===== config.mk =====
export PLATFORM = sky130hd
export DESIGN_NAME = alu_exec_unit
export DESIGN_NICKNAME = d
export VERILOG_FILES = /design/src/rtl/alu_exec_unit.sv
export SDC_FILE = /design/constraint.sdc
export NUM_CORES = 1
export LEC_CHECK = 0
export CAP_MARGIN = 0
export CORE_UTILIZATION = 40
export DETAILED_ROUTE_END_ITERATION = 7
export PLACE_DENSITY = 0.56
export RECOVER_POWER = 100
export SYNTH_ARGS = -nofsm -noshare
export SYNTH_HDL_FRONTEND = slang
export SYNTH_SLANG_ARGS = --single-unit

===== constraint.sdc =====
create_clock -name clk -period 6.47 [get_ports clk]
set_clock_uncertainty 0.05 [all_clocks]
set_input_delay 1.294 -clock clk [delete_from_list [all_inputs] [get_ports clk]]
set_output_delay 1.294 -clock clk [all_outputs]
set_load 0.01 [all_outputs]

===== src/rtl/alu_exec_unit.sv =====
// alu_exec_unit: decodes aluop + {inst[30], funct3} into an RV32I ALU command and
// executes it on XLEN-bit operands. Single-cycle ops complete one cycle after
// acceptance; shifts iterate SHIFT_STEP bits per cycle in the SHIFT state.
//
// Ports:
//   clk, rst                  clock (rising edge), asynchronous active-low reset
//   in_valid / in_ready       operand-side handshake (in_ready is combinational)
//   aluop, instruction        2-bit aluop and {inst[30], inst[14:12]}
//   op_a, op_b                operands; shift amount = op_b[$clog2(XLEN)-1:0]
//   out_valid / out_ready     result-side handshake
//   result, zero, alucmd      registered result, result==0 flag, decoded command
//   busy                      unit is in the SHIFT state
//   illegal                   (ALU_ILLEGAL_TRAP_EN builds only) op was an illegal decode
//
// Build option: define ALU_ILLEGAL_TRAP_EN to add the illegal port; illegal ops then
// complete with result=0 and illegal=1. Otherwise illegal decodes execute as ADD.

module alu_exec_unit #(
  parameter int unsigned XLEN       = 32,
  parameter int unsigned SHIFT_STEP = 1
) (
  input  logic            clk,
  input  logic            rst,
  input  logic            in_valid,
  output logic            in_ready,
  input  logic [1:0]      aluop,
  input  logic [3:0]      instruction,
  input  logic [XLEN-1:0] op_a,
  input  logic [XLEN-1:0] op_b,
  output logic            out_valid,
  input  logic            out_ready,
  output logic [XLEN-1:0] result,
  output logic            zero,
  output logic [3:0]      alucmd,
`ifdef ALU_ILLEGAL_TRAP_EN
  output logic            illegal,
`endif
  output logic            busy
);

  localparam int unsigned SHW = $clog2(XLEN);
  localparam int unsigned CW  = SHW + 1;

  localparam logic [3:0] CMD_AND  = 4'b0000;
  localparam logic [3:0] CMD_OR   = 4'b0001;
  localparam logic [3:0] CMD_ADD  = 4'b0010;
  localparam logic [3:0] CMD_XOR  = 4'b0011;
  localparam logic [3:0] CMD_SLL  = 4'b0100;
  localparam logic [3:0] CMD_SRL  = 4'b0101;
  localparam logic [3:0] CMD_SUB  = 4'b0110;
  localparam logic [3:0] CMD_SRA  = 4'b0111;
  localparam logic [3:0] CMD_SLT  = 4'b1000;
  localparam logic [3:0] CMD_SLTU = 4'b1001;

  typedef enum logic [0:0] {IDLE = 1'b0, SHIFT = 1'b1} state_e;

  state_e          state, state_n;
  logic            out_valid_n, zero_n;
  logic [XLEN-1:0] result_n;
  logic [3:0]      alucmd_n;
  logic [XLEN-1:0] sh_val, sh_val_n;
  logic [SHW-1:0]  sh_rem, sh_rem_n;
  logic [3:0]      sh_cmd, sh_cmd_n;
  logic            sh_sign, sh_sign_n;
`ifdef ALU_ILLEGAL_TRAP_EN
  logic            illegal_n;
`endif

  logic [3:0]      base_cmd, dec_cmd;
  logic            dec_ill, is_shift, accept, last_step;
  logic [SHW-1:0]  shamt;
  logic [XLEN-1:0] alu_res, shifted, sra_fill;
  logic [CW-1:0]   step;

  // Command decode; illegal encodings collapse to ADD
  always_comb begin
    base_cmd = CMD_ADD;
    dec_ill  = 1'b0;
    unique case (aluop)
      2'b00: base_cmd = CMD_ADD;
      2'b01: base_cmd = CMD_SUB;
      default: begin
        unique case (instruction[2:0])
          3'b000:  base_cmd = (aluop == 2'b10 && instruction[3]) ? CMD_SUB : CMD_ADD;
          3'b001:  base_cmd = CMD_SLL;
          3'b010:  base_cmd = CMD_SLT;
          3'b011:  base_cmd = CMD_SLTU;
          3'b100:  base_cmd = CMD_XOR;
          3'b101:  base_cmd = instruction[3] ? CMD_SRA : CMD_SRL;
          3'b110:  base_cmd = CMD_OR;
          default: base_cmd = CMD_AND;
        endcase
        if (aluop == 2'b10 && instruction[3] &&
            instruction[2:0] != 3'b000 && instruction[2:0] != 3'b101)
          dec_ill = 1'b1;
        if (aluop == 2'b11 && instruction[2:0] == 3'b001 && instruction[3])
          dec_ill = 1'b1;
      end
    endcase
  end

  assign dec_cmd  = dec_ill ? CMD_ADD : base_cmd;
  assign shamt    = op_b[SHW-1:0];
  assign is_shift = (dec_cmd == CMD_SLL) || (dec_cmd == CMD_SRL) || (dec_cmd == CMD_SRA);
  assign in_ready = (state == IDLE) && (!out_valid || out_ready);
  assign accept   = in_valid && in_ready;
  assign busy     = (state != IDLE);

  // Single-cycle datapath; a shift reaching here has shamt 0 and passes op_a through
  always_comb begin
    alu_res = '0;
    unique case (dec_cmd)
      CMD_AND:  alu_res = op_a & op_b;
      CMD_OR:   alu_res = op_a | op_b;
      CMD_ADD:  alu_res = op_a + op_b;
      CMD_XOR:  alu_res = op_a ^ op_b;
      CMD_SUB:  alu_res = op_a - op_b;
      CMD_SLT:  alu_res = XLEN'($signed(op_a) < $signed(op_b));
      CMD_SLTU: alu_res = XLEN'(op_a < op_b);
      CMD_SLL, CMD_SRL, CMD_SRA: alu_res = op_a;
      default:  alu_res = '0;
    endcase
`ifdef ALU_ILLEGAL_TRAP_EN
    if (dec_ill) alu_res = '0;
`endif
  end

  // Iterative shifter: min(SHIFT_STEP, remaining) bits per cycle
  assign step      = ({1'b0, sh_rem} >= CW'(SHIFT_STEP)) ? CW'(SHIFT_STEP) : {1'b0, sh_rem};
  assign last_step = ({1'b0, sh_rem} <= CW'(SHIFT_STEP));
  assign sra_fill  = {XLEN{sh_sign}} & ~({XLEN{1'b1}} >> step);

  always_comb begin
    shifted = sh_val >> step;
    if (sh_cmd == CMD_SLL)      shifted = sh_val << step;
    else if (sh_cmd == CMD_SRA) shifted = (sh_val >> step) | sra_fill;
  end

  // Next-state and output-register logic
  always_comb begin
    state_n     = state;
    out_valid_n = out_valid;
    result_n    = result;
    zero_n      = zero;
    alucmd_n    = alucmd;
    sh_val_n    = sh_val;
    sh_rem_n    = sh_rem;
    sh_cmd_n    = sh_cmd;
    sh_sign_n   = sh_sign;
`ifdef ALU_ILLEGAL_TRAP_EN
    illegal_n   = illegal;
`endif
    unique case (state)
      IDLE: begin
        if (accept) begin
          if (is_shift && shamt != '0) begin
            // accept implies any pending result is being consumed this cycle
            out_valid_n = 1'b0;
            sh_val_n    = op_a;
            sh_rem_n    = shamt;
            sh_cmd_n    = dec_cmd;
            sh_sign_n   = (dec_cmd == CMD_SRA) && op_a[XLEN-1];
            state_n     = SHIFT;
          end else begin
            out_valid_n = 1'b1;
            result_n    = alu_res;
            zero_n      = (alu_res == '0);
            alucmd_n    = dec_cmd;
`ifdef ALU_ILLEGAL_TRAP_EN
            illegal_n   = dec_ill;
`endif
          end
        end else if (out_ready) begin
          out_valid_n = 1'b0;
        end
      end
      SHIFT: begin
        sh_val_n = shifted;
        sh_rem_n = sh_rem - SHW'(step);
        if (last_step) begin
          state_n     = IDLE;
          out_valid_n = 1'b1;
          result_n    = shifted;
          zero_n      = (shifted == '0);
          alucmd_n    = sh_cmd;
`ifdef ALU_ILLEGAL_TRAP_EN
          illegal_n   = 1'b0;
`endif
        end
      end
      default: state_n = IDLE;
    endcase
  end

  // State and output registers
  always_ff @(posedge clk or negedge rst) begin
    if (!rst) begin
      state     <= IDLE;
      out_valid <= 1'b0;
      result    <= '0;
      zero      <= 1'b0;
      alucmd    <= CMD_AND;
      sh_val    <= '0;
      sh_rem    <= '0;
      sh_cmd    <= CMD_AND;
      sh_sign   <= 1'b0;
`ifdef ALU_ILLEGAL_TRAP_EN
      illegal   <= 1'b0;
`endif
    end else begin
      state     <= state_n;
      out_valid <= out_valid_n;
      result    <= result_n;
      zero      <= zero_n;
      alucmd    <= alucmd_n;
      sh_val    <= sh_val_n;
      sh_rem    <= sh_rem_n;
      sh_cmd    <= sh_cmd_n;
      sh_sign   <= sh_sign_n;
`ifdef ALU_ILLEGAL_TRAP_EN
      illegal   <= illegal_n;
`endif
    end
  end

endmodule


== Word-level counts from Yosys, hierarchy flattened ==
Index checks and enable logic that the tools add are counted.

* Bits in registers: 81
* Output and inout bits: 40
* Word-level logic and storage cells: 117

* Add/subtract/negate cells: 3
* Magnitude comparators: 4
* Equal/unequal tests: 26
* Shift operators: 3
* Muxes and demuxes: 39
* Bitwise logic cells: 7
* Reduce and logical (&&, ||, !) cells: 26

{| class="wikitable"
|+ Operators by type and width
! operator !! number
|-
| 32-bit one-hot mux with 8 select lines || 1
|-
| 32-bit two-way mux || 7
|-
| 32-bit one-hot mux with 2 select lines || 2
|-
| 32-bit bitwise AND || 2
|-
| 32-bit zero test || 2
|-
| 32-bit less-than comparator || 2
|-
| 32-bit OR || 2
|-
| 32-bit adder || 1
|-
| 32-bit inverter || 1
|-
| 32-bit by 5-bit left shift with 32-bit output || 1
|-
| 32-bit by 5-bit right shift with 32-bit output || 1
|-
| 32-bit by 5-bit right shift with 32-bit output (first input constant) || 1
|-
| 32-bit subtractor || 1
|-
| 32-bit bitwise XOR || 1
|-
| 4-bit one-hot mux with 7 select lines || 1
|-
| 4-bit by 3-bit == test with 1-bit output (second input constant) || 6
|-
| 4-bit two-way mux || 4
|-
| 4-bit one-hot mux with 2 select lines || 2
|-
| 5-bit two-way mux || 3
|-
| 1-bit two-way mux || 13
|-
| 5-bit one-hot mux with 2 select lines || 1
|-
| 3-bit == test (second input constant) || 3
|-
| 1-bit logical AND || 9
|-
| 4-bit by 2-bit == test with 1-bit output (second input constant) || 2
|-
| other kinds (27) || 39
|}

== Logic depth before layout (Yosys ltp) ==
* Word-level depth: 15
* Gate-level depth with buffers: 15
* Depth with buffers taken out: 15

== Least setup slack after synthesis ==
OpenSTA, ideal clock, no wires.

* Path kind: input port to flip-flop
* From: input port op_a[0]
* To: register zero
* Data arrival time: 4,201 ps
* Slack: 2,123 ps
* Stages: 15
* Cells stage by stage: inv_1 -> ha_1 -> inv_1 -> fa_1 -> nor2b_1 -> o211ai_1 -> a21oi_1 -> o31ai_2 -> a22oi_2 -> a21boi_1 -> o2111a_1 -> mux2_2 -> o22ai_1 -> or4b_1 -> o31ai_1

* Longest elaborated chain between the ends: 6
* Elaborated cells between the ends (all ways): 12
* Those cells by class: 2 x add/sub; 2 x order compare; 4 x mux; 3 x bitwise; 1 x reduce/logical

{| class="wikitable"
|+ Ends and longest elaborated chain
! element !! line !! RTL
|-
| start: declaration || 28 || <nowiki>input logic [XLEN-1:0] op_a,</nowiki>
|-
| 32-bit subtractor (tied with other cells) || 117 || <nowiki>CMD_SUB: alu_res = op_a - op_b;</nowiki>
|-
| 32-bit one-hot mux with 8 select lines * || 112 || <nowiki>unique case (dec_cmd)</nowiki>
|-
| 32-bit zero test * || 167 || <nowiki>zero_n = (alu_res == '0);</nowiki>
|-
| 1-bit two-way mux * || 156 || <nowiki>if (is_shift && shamt != '0) begin</nowiki>
|-
| 1-bit two-way mux * || 155 || <nowiki>if (accept) begin</nowiki>
|-
| 1-bit one-hot mux with 2 select lines * || 153 || <nowiki>unique case (state)</nowiki>
|-
| end signal: assignment || 214 || <nowiki>zero <= zero_n;</nowiki>
|-
| end: declaration || 33 || <nowiki>output logic zero,</nowiki>
|}

Mark *: on every way between the ends. The rest lies on a longest branch, timed or not. The select of a mux whose other input is x is not followed.
A chain may end at the register's enable or synchronous reset.

== Worst setup path in the final report ==
* From: input port aluop[1]
* To: register sh_val[24]

* Longest elaborated chain between the ends: 14
* Elaborated cells between the ends (all ways): 25
* Those cells by class: 7 x eq/ne; 7 x mux; 11 x reduce/logical

{| class="wikitable"
|+ Ends and longest elaborated chain
! element !! line !! RTL
|-
| start: declaration || 26 || <nowiki>input logic [1:0] aluop,</nowiki>
|-
| branches (longest 7 deep; another with 4-bit one-hot mux with 7 select lines) || n/a ||
|-
| 4-bit two-way mux * || 102 || <nowiki>assign dec_cmd = dec_ill ? CMD_ADD : base_cmd;</nowiki>
|-
| 4-bit by 3-bit == test with 1-bit output || 104 || <nowiki>assign is_shift = (dec_cmd == CMD_SLL) || (dec_cmd == CMD_SRL) || (dec_cmd == CMD_SRA);</nowiki>
|-
| 1-bit logical OR || 104 ||
|-
| 1-bit logical OR * || 104 ||
|-
| 1-bit logical AND * || 156 ||
|-
| 2-bit by 1-bit != test with 1-bit output (no source line) * || n/a ||
|-
| 2-bit AND reduction (no source line) * || n/a ||
|-
| end signal: assignment || 216 || <nowiki>sh_val <= sh_val_n;</nowiki>
|-
| end: declaration || 61 || <nowiki>logic [XLEN-1:0] sh_val, sh_val_n;</nowiki>
|}

Every way passes the cells marked *.

==> impl_metrics.yaml <==
final_layout:
  final_nets: 1599
  fillCellCount: 2474
  drive_above_1_share_pct: 5.134
  syn_to_final_growth_pct: 16.02
  stdcell_count: 1747
route:
  drt_iter0_markers: 1019
  antenna_left: 0
  vias: 10850
  dr.pass1.iters: 5
  via_per_inst: 6.213
  drc_errors: 0
  wl_per_cell_um: 22.55
  wl_mm: 39.39
timing:
  finalSetupTns_ps: 0
  fin_crit_ps: 5819
  maxSlewHeadroom_pct: -154.4
  finalHoldViolations: 0
  rsz0062_at_grt: "no"
  worst_pin_slew_ps: 3816
  clock.fmax_ghz: 0.1719
  period_share_pct: 89.94
  drv_slew: 178
  setup_violations: 0
clocking:
  cts_hold_buf: 0
  post_cts_buffers: 0
  htreeDepth: 3
  clockBufferDepth: 2
  path_clk_slew_ps: 60
  cts_tree: "built"
  worstSkewPairLatency_ps: 330
  cts_buffers: 9
  postCtsResizedCells: 0
  root_buffer: "clkbuf_16"
  clock_sinks: 81
placed_design:
  dp_cells: 1730
  hpwl_mm: 30.74
  place_congestion: 0.9813
  io_buffers: 113
die:
  io_pins: 114
  start_util_pct: 40.92
  rows: 57
  die_y_um: 160.2
  fp.coreArea_um2: 24460
  die_w_um: 160.2
  die_area_um2: 25660
power_and_ir_drop:
  power.leakage_nw: 5.051
  powerDensity_nw_per_um2: 284.8
  p_comb_share_pct: 58.3
  p_int_mw: 1.762
  switching_power_mw: 1.546
  sw_frac_of_total_pct: 46.73
  clockPowerShare_pct: 14.2
  seqPwrFrac_pct: 27.5
  ir_drop_mv: 0.1853
worst_setup_path:
  r2r-start: "busy"
  slowest_stage: "nor2_1"
  arrival_ps: 6040
  path_common_cell: "and3_1"
  required_ps: 6690
  critPathMaxFanout: 31
  crit_chain: "dlygate4sd3_1, nor2b_1, and3_1, o21ai_0, inv_1, and3_1, buf_4, nor2_1, clkbuf_1, a22oi_1, nand2_1"
  crit_path_max_incr_delay_ps: 1370
  worstSetupStartpoint: "aluop[1]"
  start_kind: "primary input"
  path_class: "primary input to flip-flop"
  end_kind: "flip-flop"
logic_synthesis:
  synth-edff-count: 0
  synth_commonest_cells: "nand2_1 (143), nor2_1 (131), a21oi_1 (125), ha_1 (106), inv_1 (99)"
  synth.most_common_cell: "nand2_1"
  ys.flop_type: "dfrtp_1"
  ys_warn_count: 0
  syn-instance-count: 1352
  netlist.area_leader.share_pct: 20.25
  synth.cell_area_um2: 10010
  synth_top_area_cell: "dfrtp_1"
  ys_types: 84
  avgSynthCellArea_um2: 7.404
  async_reset_ff_share_pct: 100.0
  synth_seq_cells: 81
  yosysSeqAreaShare_pct: 20.25
  ys_top_cells_by_area: "dfrtp_1 (20%), ha_1 (13%), a21oi_1 (6.2%)"
  syn_nets: 1534
global_route:
  overflow: 0
  track_usage_pct: 30.49
  grt_pass1_wl_mm: 60.73
  grt_pass1_vias: 9833
  grt_antenna_before_repair: 1
  grt_max_degree: 70
flow_run:
  cap_violations: 4
worst_hold_path:
  hp-class: "flip-flop to flip-flop"
  min_from: "result[18]"
run_status:
  violations: "max-capacitance violations, max-slew violations"
  status: "finished, violations left"
==> logic make-up after synthesis <==
family	synth area share, %
DFF	20.25
and+or+nand+nor	21.25
buffers and inverters	7.612
adders and majority gates	13.65
xor gates and xnor gates	0.7874
muxes	4.087
AOI/OAI and AO/OA	32.37
==> path summary, 6_finish.rpt <==
path | to | cells after the start | slack (ps)
min reg2reg | result[18] | 2 | 410
max reg2reg | sh_val[24] | 8 | 1210
max | sh_val[24] | 11 | 650
min in group asynchronous | sh_rem[2] | 1 | 930
max in group asynchronous | alucmd[0] | 2 | 1360
min | result[18] | 2 | 410
==> power groups by stage <==
| stage | clock, mW | sequential, mW | combinational [mW] |
|---|---|---|---|
| 2_1_floorplan | 0 | 0.926 | 1.17 |
| 3_3_place_gp | 0 | 0.919 | 1.95 |
| 3_5_place_dp | 0 | 0.918 | 1.95 |
| 4_1_cts | 0.479 | 0.911 | 1.96 |
| 5_1_grt | 0.500 | 0.933 | 2.10 |
| 6_report | 0.470 | 0.910 | 1.93 |
==> critical path: cells and delay by family <==
family,cells,cell delay [ps]
AO/OA/AOI/OAI,2,510
AND/OR/NAND/NOR,5,2390
buffers and inverters,4,1790
==> sequential cells by signal (all words and copies together), names as in the netlist <==
name and count:
busy 1, sh_rem 5, alucmd 4, zero 1, result 32, out_valid 1
sh_cmd 4, sh_val 32, sh_sign 1
==> per-layer routing <==
metal | track usage (%) | up-vias | routed length, um
li1 | - | 5091 | -
met1 | 46.31 | 5221 | 18930
met2 | 45.36 | 487 | 16740
met3 | 3.247 | 55 | 2880
met4 | 7.662 | 0 | 844
met5 | 0 | - | 0
==> cell usage in the layout (no fill, tap or decap), types with 7 or more instances in the layout <==
cell type          n
a221oi_1          19
nand2b_1          20
mux2_2             7
a211oi_1          15
clkbuf_16          9
xnor2_1            8
a22oi_1           42
o21ai_0           79
dlygate4sd3_1     42
o31ai_1           12
a21oi_1          125
o21a_1            12
clkdlybuf4s50_1   70
a31oi_1           18
ha_1             106
o2111ai_1          9
a21o_1            15
a221o_1           17
clkbuf_1           7
mux2i_1           33
a211o_1            7
nand2_1          143
o221ai_1          11
nor3_1            29
nand4_1           17
nor2_1           131
buf_4             21
o21bai_1           7
nor2b_1           15
or4_1              7
dfrtp_1           81
o211ai_1          28
nor4_1            24
inv_1             99
nand3_1           23
==> cell type report <==
class	count	area, um^2	area share, %
well taps	324	405.4	3.490
clock inverters	6	42.54	0.3663
diodes	1	2.502	0.02154
multi-input cells	1080	7209	62.07
clock buffers	10	229.0	1.971
repair buffers	139	1301	11.20
flip-flops and latches	81	2027	17.45
inverters	106	397.9	3.426
==> per-stage QoR <==
step                      worst slack [ps]  power, mW  instance area (um^2)  util, %  hold WS (ps)
after floorplan                       2123      2.092                 10010        -         389.1
after global placement               694.2      2.868                 11410    46.63         402.6
after detailed placement             739.9      2.868                 11410    46.63         407.5
after CTS                             1110      3.349                 11680    47.74         421.3
after global routing                 398.7      3.532                 11610    47.47         444.4
final                                651.0      3.308                 11610    47.48         409.7
No activity file was read; power rests on OpenSTA's default activity.
